===== config.mk =====
export PLATFORM = sky130hd
export DESIGN_NAME = mem_bus_master
export DESIGN_NICKNAME = d
export VERILOG_FILES = /design/src/rtl/mem_bus_master.sv
export SDC_FILE = /design/constraint.sdc
export NUM_CORES = 1
export LEC_CHECK = 0
export BUFFER_PORTS_ARGS = -buffer_cell sky130_fd_sc_hd__buf_2
export CAP_MARGIN = 20
export CORE_ASPECT_RATIO = 1.75
export CORE_MARGIN = 1
export CORE_UTILIZATION = 53
export DETAILED_ROUTE_END_ITERATION = 7
export PLACE_DENSITY_LB_ADDON = 0.15
export SLEW_MARGIN = 30
export SYNTH_ARGS = -nofsm -noshare
export SYNTH_HDL_FRONTEND = slang
export SYNTH_SLANG_ARGS = --single-unit

===== constraint.sdc =====
create_clock -name clk -period 5.9 [get_ports clk]
set_clock_uncertainty 0.1 [all_clocks]
set_input_delay 0.59 -clock clk [delete_from_list [all_inputs] [get_ports clk]]
set_output_delay 0.59 -clock clk [all_outputs]
set_load 0.01 [all_outputs]

===== src/rtl/mem_bus_master.sv =====
// Single-outstanding load/store initiator for a word-addressed 32-bit RAM port.
// Requests are handled one at a time. A stalled command is held unchanged until the slave takes it.
module mem_bus_master #(
  parameter int READ_LATENCY = 1
) (
  input  logic        clk,
  input  logic        reset,
  input  logic        req_valid,
  output logic        req_ready,
  input  logic        req_write,
  input  logic [31:0] req_addr,
  input  logic [1:0]  req_size,
  input  logic        req_signed,
  input  logic [31:0] req_wdata,
  output logic        resp_valid,
  output logic [31:0] resp_rdata,
  output logic        resp_error,
  output logic [31:0] mem_address,
  output logic        mem_read,
  output logic        mem_write,
  output logic [3:0]  mem_byteenable,
  output logic [31:0] mem_writedata,
  input  logic        mem_waitrequest,
  input  logic [31:0] mem_readdata
);

  localparam logic [2:0] LAT = 3'(READ_LATENCY);

  typedef enum logic [1:0] {S_IDLE, S_CMD, S_WAIT, S_RESP} state_e;

  state_e      state_q, state_d;
  logic [2:0]  cnt_q, cnt_d;
  logic        wr_q, wr_d;
  logic [1:0]  size_q, size_d;
  logic        sgn_q, sgn_d;
  logic [1:0]  lane_q, lane_d;
  logic        err_q, err_d;
  logic [31:0] addr_q, addr_d;
  logic [3:0]  be_q, be_d;
  logic [31:0] wdata_q, wdata_d;
  logic [31:0] rdata_q, rdata_d;

  function automatic logic req_bad(input logic [1:0] size, input logic [1:0] lane);
    case (size)
      2'b00:   req_bad = 1'b0;
      2'b01:   req_bad = lane[0];
      2'b10:   req_bad = (lane != 2'b00);
      default: req_bad = 1'b1;
    endcase
  endfunction

  function automatic logic [3:0] lane_be(input logic [1:0] size, input logic [1:0] lane);
    case (size)
      2'b00:   lane_be = 4'b0001 << lane;
      2'b01:   lane_be = 4'b0011 << lane;
      2'b10:   lane_be = 4'b1111;
      default: lane_be = 4'b0000;
    endcase
  endfunction

  // Mask before shifting so lanes outside the byte enables are always zero.
  function automatic logic [31:0] lane_wdata(input logic [31:0] wdata, input logic [1:0] size,
                                             input logic [1:0] lane);
    logic [31:0] masked;
    case (size)
      2'b00:   masked = {24'h0, wdata[7:0]};
      2'b01:   masked = {16'h0, wdata[15:0]};
      default: masked = wdata;
    endcase
    lane_wdata = masked << {lane, 3'b000};
  endfunction

  function automatic logic [31:0] load_extract(input logic [31:0] word, input logic [1:0] size,
                                               input logic sgn, input logic [1:0] lane);
    logic [31:0] s;
    s = word >> {lane, 3'b000};
    case (size)
      2'b00:   load_extract = sgn ? {{24{s[7]}}, s[7:0]} : {24'h0, s[7:0]};
      2'b01:   load_extract = sgn ? {{16{s[15]}}, s[15:0]} : {16'h0, s[15:0]};
      default: load_extract = s;
    endcase
  endfunction

  always_ff @(posedge clk) begin
    if (reset) begin
      state_q <= S_IDLE;
      cnt_q   <= 3'd0;
      wr_q    <= 1'b0;
      size_q  <= 2'b00;
      sgn_q   <= 1'b0;
      lane_q  <= 2'b00;
      err_q   <= 1'b0;
      addr_q  <= 32'h0;
      be_q    <= 4'h0;
      wdata_q <= 32'h0;
      rdata_q <= 32'h0;
    end else begin
      state_q <= state_d;
      cnt_q   <= cnt_d;
      wr_q    <= wr_d;
      size_q  <= size_d;
      sgn_q   <= sgn_d;
      lane_q  <= lane_d;
      err_q   <= err_d;
      addr_q  <= addr_d;
      be_q    <= be_d;
      wdata_q <= wdata_d;
      rdata_q <= rdata_d;
    end
  end

  always_comb begin
    state_d = state_q;
    cnt_d   = cnt_q;
    wr_d    = wr_q;
    size_d  = size_q;
    sgn_d   = sgn_q;
    lane_d  = lane_q;
    err_d   = err_q;
    addr_d  = addr_q;
    be_d    = be_q;
    wdata_d = wdata_q;
    rdata_d = rdata_q;
    case (state_q)
      S_IDLE: begin
        if (req_valid) begin
          wr_d    = req_write;
          size_d  = req_size;
          sgn_d   = req_signed;
          lane_d  = req_addr[1:0];
          err_d   = req_bad(req_size, req_addr[1:0]);
          addr_d  = {req_addr[31:2], 2'b00};
          be_d    = lane_be(req_size, req_addr[1:0]);
          wdata_d = lane_wdata(req_wdata, req_size, req_addr[1:0]);
          if (req_bad(req_size, req_addr[1:0])) begin
            rdata_d = 32'h0;
            state_d = S_RESP;
          end else begin
            state_d = S_CMD;
          end
        end
      end
      S_CMD: begin
        if (!mem_waitrequest) begin
          if (wr_q) begin
            rdata_d = 32'h0;
            state_d = S_RESP;
          end else begin
            cnt_d   = LAT;
            state_d = S_WAIT;
          end
        end
      end
      S_WAIT: begin
        // The count starts at the latency, so the sample lands exactly READ_LATENCY edges after accept.
        if (cnt_q == 3'd1) begin
          rdata_d = load_extract(mem_readdata, size_q, sgn_q, lane_q);
          state_d = S_RESP;
        end else begin
          cnt_d = cnt_q - 3'd1;
        end
      end
      default: state_d = S_IDLE;
    endcase
  end

  assign req_ready      = (state_q == S_IDLE);
  assign resp_valid     = (state_q == S_RESP);
  assign resp_error     = (state_q == S_RESP) && err_q;
  assign resp_rdata     = rdata_q;
  assign mem_read       = (state_q == S_CMD) && !wr_q;
  assign mem_write      = (state_q == S_CMD) && wr_q;
  assign mem_address    = addr_q;
  assign mem_byteenable = be_q;
  assign mem_writedata  = wdata_q;

endmodule


## Word level (Yosys, flattened, before mapping)

Cells that the tools add are included.

- Reductions and logical operators: 14
- Multiplexer cells: 26
- Divide/modulo/power cells: 0
- Shift operators: 4
- Eq/ne operators: 14
- $lt $le $gt $ge: 0
- Add/sub/neg operators: 1
- Bitwise gates (word level): 0
- $mul: 0

Operator list:

| operator | count |
|---|---|
| $mux W32 | 9 |
| $pmux W32 S2 | 2 |
| $pmux W32 S3 | 1 |
| $shl A32 B5 Y32 | 1 |
| $shr A32 B5 Y32 | 1 |
| $ne A2 B2 Y1 const B | 6 |
| $pmux W4 S3 | 1 |
| $mux W3 | 3 |
| $mux W2 | 4 |
| $eq A2 B1 Y1 const B | 3 |
| $eq A2 B2 Y1 const B | 3 |
| $logic_not A2 Y1 | 3 |
| $pmux W2 S3 | 1 |
| $pmux W3 S2 | 1 |
| $reduce_and A6 Y1 | 1 |
| $reduce_and A4 Y1 | 1 |
| $reduce_bool A2 Y1 | 2 |
| $shl A1 B2 Y4 const A | 1 |
| $shl A2 B2 Y4 const A | 1 |
| $eq A3 B1 Y1 const B | 1 |
| $logic_and A1 B1 Y1 | 3 |
| $mux W1 | 3 |
| $pmux W1 S3 | 1 |
| $reduce_and A3 Y1 | 1 |
| other kinds (5) | 5 |

- Input bits: 104
- Output and inout bits: 105
- Flip-flop bits (word level): 110
- Memories kept: 0
- Logic and storage cells: 70
- Bits in read-only memories: 0
- Latch bits: 0
- RAM bits: 0

## Depth between registers and ports, before layout

Gate-level depths: netlist of run 1.

- Word-level depth: 7
- Depth in mapped cells: 9

## Worst setup path after synthesis of run 1

OpenSTA, ideal clock, no wires.

- Kind: register to register
- Start point: reg state_q[0]
- End point: reg rdata_q[23], in the netlist resp_rdata[23]
- Required time: 5684 ps
- Period minus slack after synthesis: 2159 ps
- Cell stages (with the launch flop): 9
- Path buffers: 2
- Setup slack: 3741 ps
- Arrival time: 1943 ps
- Cells stage by stage: dfxtp_1 > inv_1 > ha_1 > nor2b_4 > a221o_1 > buf_2 > buf_2 > o311a_1 > a41o_1

- Word-level cells in the longest chain between the ends: 3

RTL lines:

| what | RTL line | RTL |
|---|---|---|
| start, declared | 31 | `state_e state_q, state_d;` |
| start signal, assigned | 98 | `state_q <= state_d;` |
| $logic_not A2 Y1 (*) | n/a |  |
| net req_ready | 9 | `output logic req_ready,` |
| $ne A2 B1 Y1 (no line) (tied with other cells) | n/a |  |
| $reduce_and A6 Y1 (no line) | n/a |  |
| end signal, assigned | 108 | `rdata_q <= rdata_d;` |
| end, declared | 41 | `logic [31:0] rdata_q, rdata_d;` |

The timed path passes the listed nets; every way through them passes the cells marked *.
A chain may end at the register's enable or synchronous reset.

## Worst setup path after layout of run 1

- Start point: in req_addr[0]
- End point: reg rdata_q[24], in the netlist resp_rdata[24]

- Word-level cells in the longest chain between the ends: 6

RTL lines:

| what | RTL line | RTL |
|---|---|---|
| start, declared | 11 | `input logic [31:0] req_addr,` |
| $reduce_bool A2 Y1 | 47 | `2'b10: req_bad = (lane != 2'b00);` |
| $pmux W1 S3 (*) | 44 | `case (size)` |
| $mux W1 (*) | 126 | `if (req_valid) begin` |
| $mux W1 (*) | 124 | `case (state_q)` |
| $ne A2 B1 Y1 (no line) (*) | n/a |  |
| $reduce_and A6 Y1 (no line) (*) | n/a |  |

Every way passes the cells marked *; elsewhere a longest branch is shown, timed or not. The select of a mux whose other input is x is not followed.

==> results of run 1 <==
-- path summary, 6_finish.rpt --
check / start / endpoint / slack, ns / depth (start not counted)
setup / recovery: req_addr[0] / resp_rdata[24] / 2.88 / 5
hold / removal: mem_address[27] / mem_address[27] / 0.36 / 2
setup reg to reg: state_q[0] / resp_rdata[24] / 3.04 / 5
hold reg to reg: mem_address[27] / mem_address[27] / 0.36 / 2
-- critical path: stages --
cell	delay, ns
buf_2	0.62
a21oi_1	0.24
o21a_1	0.57
nor4b_4	0.87
a32o_1	0.28
-- per-stage QoR --
step | hold slack, ns | util | setup slack [ns]
after CTS | 0.355 | 0.677 | 2.90
after detailed placement | 0.344 | 0.645 | 2.58
after floorplan | 0.348 | - | 3.74
final | 0.355 | 0.678 | 2.88
after global routing | 0.364 | 0.678 | 2.74
after global placement | 0.340 | 0.645 | 2.69
-- kinds of logic (layout without fill, tap and decap cells) --
kind of cell / Yosys count / after routing / synth area share
AO/OA/AOI/OAI: 193 / 193 / 0.245
adder cells (fa/ha/maj): 6 / 6 / 0.0137
buffers and inverters: 70 / 235 / 0.0560
flip-flops: 110 / 110 / 0.402
multiplexers: 41 / 41 / 0.0932
other: 1 / 2 / 0.000685
AND/OR/NAND/NOR: 227 / 227 / 0.189
-- state kept, by name (all words and copies together) (netlist names) --
signal          count
mem_writedata      32
resp_rdata         32
mem_address        30
mem_byteenable      4
cnt_q               3
lane_q              2
size_q              2
state_q             2
err_q               1
sgn_q               1
wr_q                1
-- layout make-up --
class,count,area (µm²),area share
Sequential cell,110,2200,0.326
Clock inverter,7,93.8,0.0139
Timing Repair Buffer,210,1060,0.157
Inverter,9,33.8,0.00500
Clock buffer,9,225,0.0333
Multi-Input combinational cell,469,2980,0.441
Tap cell,125,156,0.0231
-- power by group through the flow --
stage,clock network (mW),registers (mW),logic (mW)
after CTS,0.650,0.933,0.988
after global placement,0,0.944,0.953
after detailed placement,0,0.950,0.984
after global routing,0.682,0.950,1.09
final,0.640,0.934,0.993
after floorplan,0,0.962,0.700
-- per-layer routing --
layer  up-vias  GRT usage  wire length [µm]
li1       2676          -                 -
met1      2598      0.317              5940
met2       252      0.510              8360
met3        43     0.0570               987
met4         0      0.152               637
met5         -          0                 0
-- cells in the final DEF (no fill, tap or decap), drive strengths merged, types with 4 or more instances in the layout --
cell type / instances
clkinv: 4
buf: 210
o311a: 8
a32o: 8
a21oi: 60
a211oi: 15
clkbuf: 9
or4: 9
nand2b: 4
nand2: 108
nor2b: 12
o2bb2ai: 8
a22oi: 16
ha: 6
o31ai: 9
and2: 4
a41o: 9
nor3: 17
o32ai: 7
inv: 10
nor2: 61
a222oi: 8
dfxtp: 110
o21ai: 29
mux2i: 33
mux4: 8
==> results_dict.tcl, run 1 <==
set metrics [dict create \
    tns_ns 0 \
    die_h_um 136 \
    p_switching_mw 1.03 \
    synthTopCellsByArea "dfxtp_1 (40%), nand2_1 (7.4%), mux2i_1 (6.0%), a21oi_1 (5.5%), nor2_1 (4.2%)" \
    core_mm2 0.00997 \
    yosys.area.top_type "dfxtp_1" \
    max_freq_mhz 331 \
    routedWlPerCell_um 17.0 \
    ys_seq_area_frac 0.402 \
    h-tree-depth 3 \
    antenna_cells 0 \
    drive_gt1_frac 0.303 \
    routed_wl_mm 15.9 \
    path_clk_slew_ns 0.08 \
    setup_violations 0 \
    min_path_type "flip-flop to flip-flop" \
    place.gp.congestion 0.895 \
    cts_hold_buf 0 \
    grt_pass1_vias 5085 \
    synthArstFlopShare 0 \
    syn_area_per_cell_um2 8.45 \
    period_minus_slack_ns 3.02 \
    dp_hpwl_mm 11.5 \
    intPower_mw 1.54 \
    dp.cells 923 \
    grt.total_usage 0.287 \
    synth_flop_cell "dfxtp_1" \
    max-cap-violations 0 \
    finalHoldViolations 0 \
    post-route-cell-area_mm2 0.00676 \
    drtIter0Drc 363 \
    portBuffers 206 \
    p_seq_frac 0.364 \
    cts_buffer_depth 2 \
    outcome "completed" \
    clk_latency_ns 0.34 \
    overflow 0 \
    start_util 0.549 \
    startpoint_type "primary input" \
    root_buffer "clkbuf_16" \
    antenna_found_initial 0 \
    total_power_mw 2.57 \
    path_class "primary input to flip-flop" \
    critPathArrivalTime_ns 3.21 \
    postPlaceCellArea_mm2 0.00643 \
    ios 209 \
    synth_top_area_frac 0.402 \
    synth_cells 648 \
    synth_commonest_cells "dfxtp_1 (110), nand2_1 (108), nor2_1 (61)" \
    synth_seq_cells 110 \
    syn_area_mm2 0.00548 \
    grt_setup_unrepaired "no" \
    power-per-cell-area_mw_per_mm2 380 \
    fillerInstances 899 \
    grt_max_degree 75 \
    area_growth_pct 23.4 \
    comb_power_share 0.387 \
    synth_edf_count 0 \
    yosysWarnings 0 \
    grt_pass1_wl_mm 24.4 \
    yosysMostFrequentCell "dfxtp_1" \
    num_rows 48 \
    p_sw_frac 0.401 \
    cts_inserted_buffers 9 \
    relSlewSlack 0.379 \
    antenna_left 0 \
    worst_ir_drop_vdd_v 0.000223 \
    pwr-share-clk 0.249 \
    die-area_mm2 0.0108 \
    nNetsFinal 919 \
    cp.required_ns 6.09 \
    via_per_inst 5.93 \
    min_period_over_period 0.512 \
    cts_sinks 110 \
    worst_pin_slew_ns 0.932 \
    drt_pass1_iterations 5 \
    fp.dieW_um 78.8 \
    cts_tree "yes" \
    drv_slew 0 \
    final_cells 939 \
    synth_cell_type_count 52 \
    cp-end-kind "flip-flop" \
    vias 5569 \
    post_cts_buffers 0 \
    route.detailed.drc 0 \
    cts_resized 0 \
    path_max_fanout 40 \
    leakage_nw 3.06 \
]
(Power assumes the default switching activity.)
==> run 2, diff against run 1 <==
Settings changed: CORE_UTILIZATION 53 to 45.
Clock period 5.9 ns to 2.5 ns, I/O delays scaled along.
==> run 2 against run 1 <==
Clock-buffer cell count unchanged. Combinational power rose to 2.5 times the previous value. Register-to-register slack worse by 2.9 ns. Final area up 2.4%. Highest routed layer unchanged.
==> results_dict.tcl, run 2 (synthesis gave the netlist of run 1 again) <==
set metrics [dict create \
    path_class "flip-flop to flip-flop" \
    worst-path-buf-inv 2 \
    min_path_type "primary input to flip-flop" \
    core_mm2 0.0119 \
    worst_ir_drop_vdd_v 0.000443 \
    start_util 0.459 \
    min-delay-start "req_addr[15]" \
    routed_wl_mm 16.3 \
    die-area_mm2 0.0126 \
    cts_inserted_buffers 9 \
    power-per-cell-area_mw_per_mm2 893 \
    max-cap-violations 0 \
    routedWlPerCell_um 16.8 \
    path_clk_slew_ns 0.08 \
    finalHoldViolations 0 \
    relSlewSlack 0.356 \
    cts_hold_buf 0 \
    antenna_found_initial 1 \
    ff2ff_path_depth 6 \
    r2r-start "state_q[0]" \
    worst_pin_slew_ns 0.959 \
    antenna_left 0 \
    cts_buffer_depth 2 \
    min_to "mem_address[15]" \
    total_power_mw 6.18 \
    fp.dieW_um 85.4 \
    portBuffers 206 \
    cp_top_family "compound AO/OA/AOI/OAI gates" \
    drtIter0Drc 222 \
    grt.total_usage 0.255 \
    grt_setup_unrepaired "no" \
    rrSetupSlack_ns 0.18 \
    die_h_um 148 \
    final_cells 970 \
    overflow 0 \
    drv_slew 0 \
    h-tree-depth 3 \
    ios 209 \
    dp.cells 953 \
    clk_latency_ns 0.34 \
    grt_pass1_wl_mm 25.6 \
    place.gp.congestion 0.852 \
    nNetsFinal 937 \
    cts_tree "yes" \
    fillerInstances 1129 \
    period_minus_slack_ns 2.32 \
    vias 5614 \
    route.detailed.drc 0 \
    drive_gt1_frac 0.315 \
    path_max_fanout 26 \
    outcome "completed" \
    critPathArrivalTime_ns 2.47 \
    startpoint_type "flip-flop" \
    r2r_end "resp_rdata[26]" \
    min_period_over_period 0.929 \
    grt_max_degree 45 \
    path_cells "inv_1 -> ha_1 -> o21a_1 -> nor4b_4 -> buf_4 -> a32o_1" \
    cts_resized 0 \
    via_per_inst 5.79 \
    area_growth_pct 26.4 \
    cp.depth 6 \
    crit_slowest_cell "o21a_1" \
    tns_ns 0 \
    hold_depth 3 \
    setup_violations 0 \
    cts_sinks 110 \
    cpPeakStageDelay_ns 0.76 \
    post_cts_buffers 0 \
    num_rows 53 \
    final_common_cell "buf_2" \
    grt_pass1_vias 5196 \
    dp_hpwl_mm 12.2 \
    cp.required_ns 2.65 \
    root_buffer "clkbuf_16" \
    cp-end-kind "flip-flop" \
    post-route-util 0.580 \
    leakage_nw 3.15 \
    layout_common_cells "buf_2 (205), dfxtp_1 (110), nand2_1 (107)" \
    max_freq_mhz 430 \
    drt_pass1_iterations 5 \
]
[run 2: final cells by class]
cell class / instances / area (µm²) / area share
timing repair buffer: 228 / 1210 / 0.175
sequential: 110 / 2200 / 0.318
clock inverter: 7 / 101 / 0.0146
multi-input combinational: 469 / 2970 / 0.430
antenna: 1 / 2.50 / 0.000362
clock buffer: 9 / 225 / 0.0325
inverter: 9 / 33.8 / 0.00488
tap: 137 / 171 / 0.0248
[run 2: metrics by stage]
stage	hold WS, ns	instance area [µm²]	setup WS [ns]
6_report	0.0337	6920	0.177
5_1_grt	0.0214	6920	0.00708
4_1_cts	0.0194	6920	0.199
3_5_place_dp	0.344	6590	0.202
3_3_place_gp	0.339	6590	0.286
2_1_floorplan	0.286	5480	0.341
[run 2: worst max path at each step]
stage | endpoint | start | slack, ns
6_report | resp_rdata[26] | state_q[0] | 0.18
5_1_grt | resp_rdata[3] | state_q[0] | 0.007
4_1_cts | resp_rdata[12] | state_q[1] | 0.20
3_5_place_dp | resp_rdata[12] | state_q[1] | 0.20
3_3_place_gp | resp_rdata[4] | state_q[0] | 0.29
2_1_floorplan | resp_rdata[23] | state_q[0] | 0.34
[run 2: metal layers]
metal / vias up / wire length [µm] / share of wire / global-route usage
met5: - / 0 / 0 / 0
met4: 0 / 632 / 0.039 / 0.124
met3: 33 / 1010 / 0.062 / 0.0486
met2: 211 / 8400 / 0.52 / 0.452
met1: 2658 / 6270 / 0.38 / 0.290
li1: 2712 / - / - / -
[run 2: worst min-delay path: cells and delay by family]
family	cells	cell delay, ns
and+or+nand+nor	1	0.04
buffers and inverters	1	0.09
AOI/OAI and AO/OA	1	0.05
[run 2: where the power goes]
part           internal (mW)  switching [mW]  leakage [nW]
clock network          0.811           0.706         0.155
logic                  0.920            1.57          2.10
registers               2.01           0.166         0.897
==> run 3, diff against run 2 <==
Settings changed: HOLD_SLACK_MARGIN set to 0.1.
==> run 3 against run 2 <==
Flip-flop and latch count stayed put. Die area did not move. Fmax grew 0.11%. Via count grew 3.0%. Sequential share of layout area is 1.7 points lower. Largest cell class unchanged. Critical path depth unchanged. Highest routed layer unchanged. Wire length increased by 3.8%. Clock power about the same. Non-clock buffer count increased by 40.
==> results_dict.tcl, run 3 (synthesis gave the netlist of run 1 again) <==
set metrics [dict create \
    cp-end-kind "flip-flop" \
    overflow 0 \
    dp_hpwl_mm 12.2 \
    via_per_inst 5.73 \
    h-tree-depth 3 \
    path_class "flip-flop to flip-flop" \
    finalHoldViolations 0 \
    portBuffers 206 \
    setup_violations 0 \
    post_cts_buffers 0 \
    vias 5785 \
    cts_buffer_depth 2 \
    routedWlPerCell_um 16.8 \
    worst_pin_slew_ns 0.961 \
    min_path_type "primary input to flip-flop" \
    min-delay-start "req_wdata[8]" \
    intPower_mw 3.78 \
    drtIter0Drc 213 \
    path_max_fanout 26 \
    drv_slew 0 \
    p_switching_mw 2.46 \
    cpPeakStageDelay_ns 0.76 \
    relSlewSlack 0.355 \
    period_minus_slack_ns 2.32 \
    nNetsFinal 977 \
    leakage_nw 3.32 \
    route.detailed.drc 0 \
    area_growth_pct 33.7 \
    r2r-start "state_q[0]" \
    layout_common_cells "buf_2 (205), dfxtp_1 (110), nand2_1 (107)" \
    root_buffer "clkbuf_16" \
    ios 209 \
    antenna_found_initial 0 \
    p_seq_frac 0.349 \
    post-route-util 0.613 \
    outcome "completed" \
    final_common_cell "buf_2" \
    cp_top_family "compound AO/OA/AOI/OAI gates" \
    num_rows 53 \
    crit_start "state_q[0]" \
    startpoint_type "flip-flop" \
    antenna_cells 0 \
    grt_max_degree 45 \
    grt_pass1_wl_mm 26.6 \
    start_util 0.459 \
    cts_tree "yes" \
    cp.required_ns 2.65 \
    power-per-cell-area_mw_per_mm2 853 \
    drive_gt1_frac 0.300 \
    core_mm2 0.0119 \
    antenna_left 0 \
    cts_resized 0 \
    routed_wl_mm 16.9 \
    tns_ns 0 \
    crit_slowest_cell "o21a_1" \
    max-cap-violations 0 \
    max_freq_mhz 431 \
    comb_power_share 0.407 \
    cts_inserted_buffers 9 \
    min_period_over_period 0.928 \
    place.gp.congestion 0.852 \
    fp.dieW_um 85.4 \
    drt_pass1_iterations 5 \
    fillerInstances 1089 \
    grt_pass1_vias 5471 \
    cts_sinks 110 \
    grt.total_usage 0.265 \
    die_h_um 148 \
    worst_ir_drop_vdd_v 0.000441 \
    path_cells "inv_1 -> ha_1 -> o21a_1 -> nor4b_4 -> buf_4 -> a32o_1" \
    pwr-share-clk 0.244 \
    critPathArrivalTime_ns 2.47 \
    clk_latency_ns 0.34 \
    grt_setup_unrepaired "no" \
    path_clk_slew_ns 0.08 \
    worst-path-buf-inv 2 \
    die-area_mm2 0.0126 \
    dp.cells 953 \
    final_cells 1009 \
    p_sw_frac 0.394 \
]
## run 3: timing repair
action	in CTS	in global routing
hold buffers	40	0
hold endpoints to repair	48	0
endpoints found under the setup margin	0	0
## run 3: power by group through the flow
stage / Combinational (mW) / Clock (mW) / Sequential (mW)
global route: 2.79 / 1.63 / 2.21
finish: 2.54 / 1.52 / 2.18
floorplan: 1.65 / 0 / 2.27
CTS: 2.54 / 1.56 / 2.18
detailed placement: 2.49 / 0 / 2.22
global placement: 2.43 / 0 / 2.21
## run 3: tightest hold or removal path: stages
cell	delay (ns)
buf_2	0.10
o2bb2ai_1	0.11
a222oi_1	0.08
nor2_1	0.08
## run 3: final timing paths
check / cells past startpoint / slack [ns] / end
min reg2reg: 2 / 0.35 / mem_address[10]
max reg2reg: 6 / 0.18 / resp_rdata[26]
max: 6 / 0.18 / resp_rdata[26]
min: 4 / 0.20 / mem_writedata[16]
## run 3: cell type report
cell class	instances	area (µm²)	area share
clock buffers	9	225	0.0308
clock inverters	7	101	0.0138
inverters	9	33.8	0.00462
multi-input cells	469	2970	0.406
flip-flops and latches	110	2200	0.301
well taps	137	171	0.0234
repair buffers	268	1610	0.220
## run 3: metal layers
layer / wire length, µm / GRT usage
met1: 6440 / 0.295
met2: 8700 / 0.468
met3: 978 / 0.0475
met4: 794 / 0.151
met5: 0 / 0
## run 3: stage by stage
| stage | power (mW) | setup WS [ns] | cell area, µm² | hold slack [ns] |
|---|---|---|---|---|
| finish | 6.24 | 0.179 | 7320 | 0.203 |
| global route | 6.63 | 0.00713 | 7320 | 0.211 |
| CTS | 6.28 | 0.199 | 7320 | 0.191 |
| detailed placement | 4.70 | 0.202 | 6590 | 0.344 |
| global placement | 4.64 | 0.286 | 6590 | 0.339 |
| floorplan | 3.92 | 0.341 | 5480 | 0.286 |
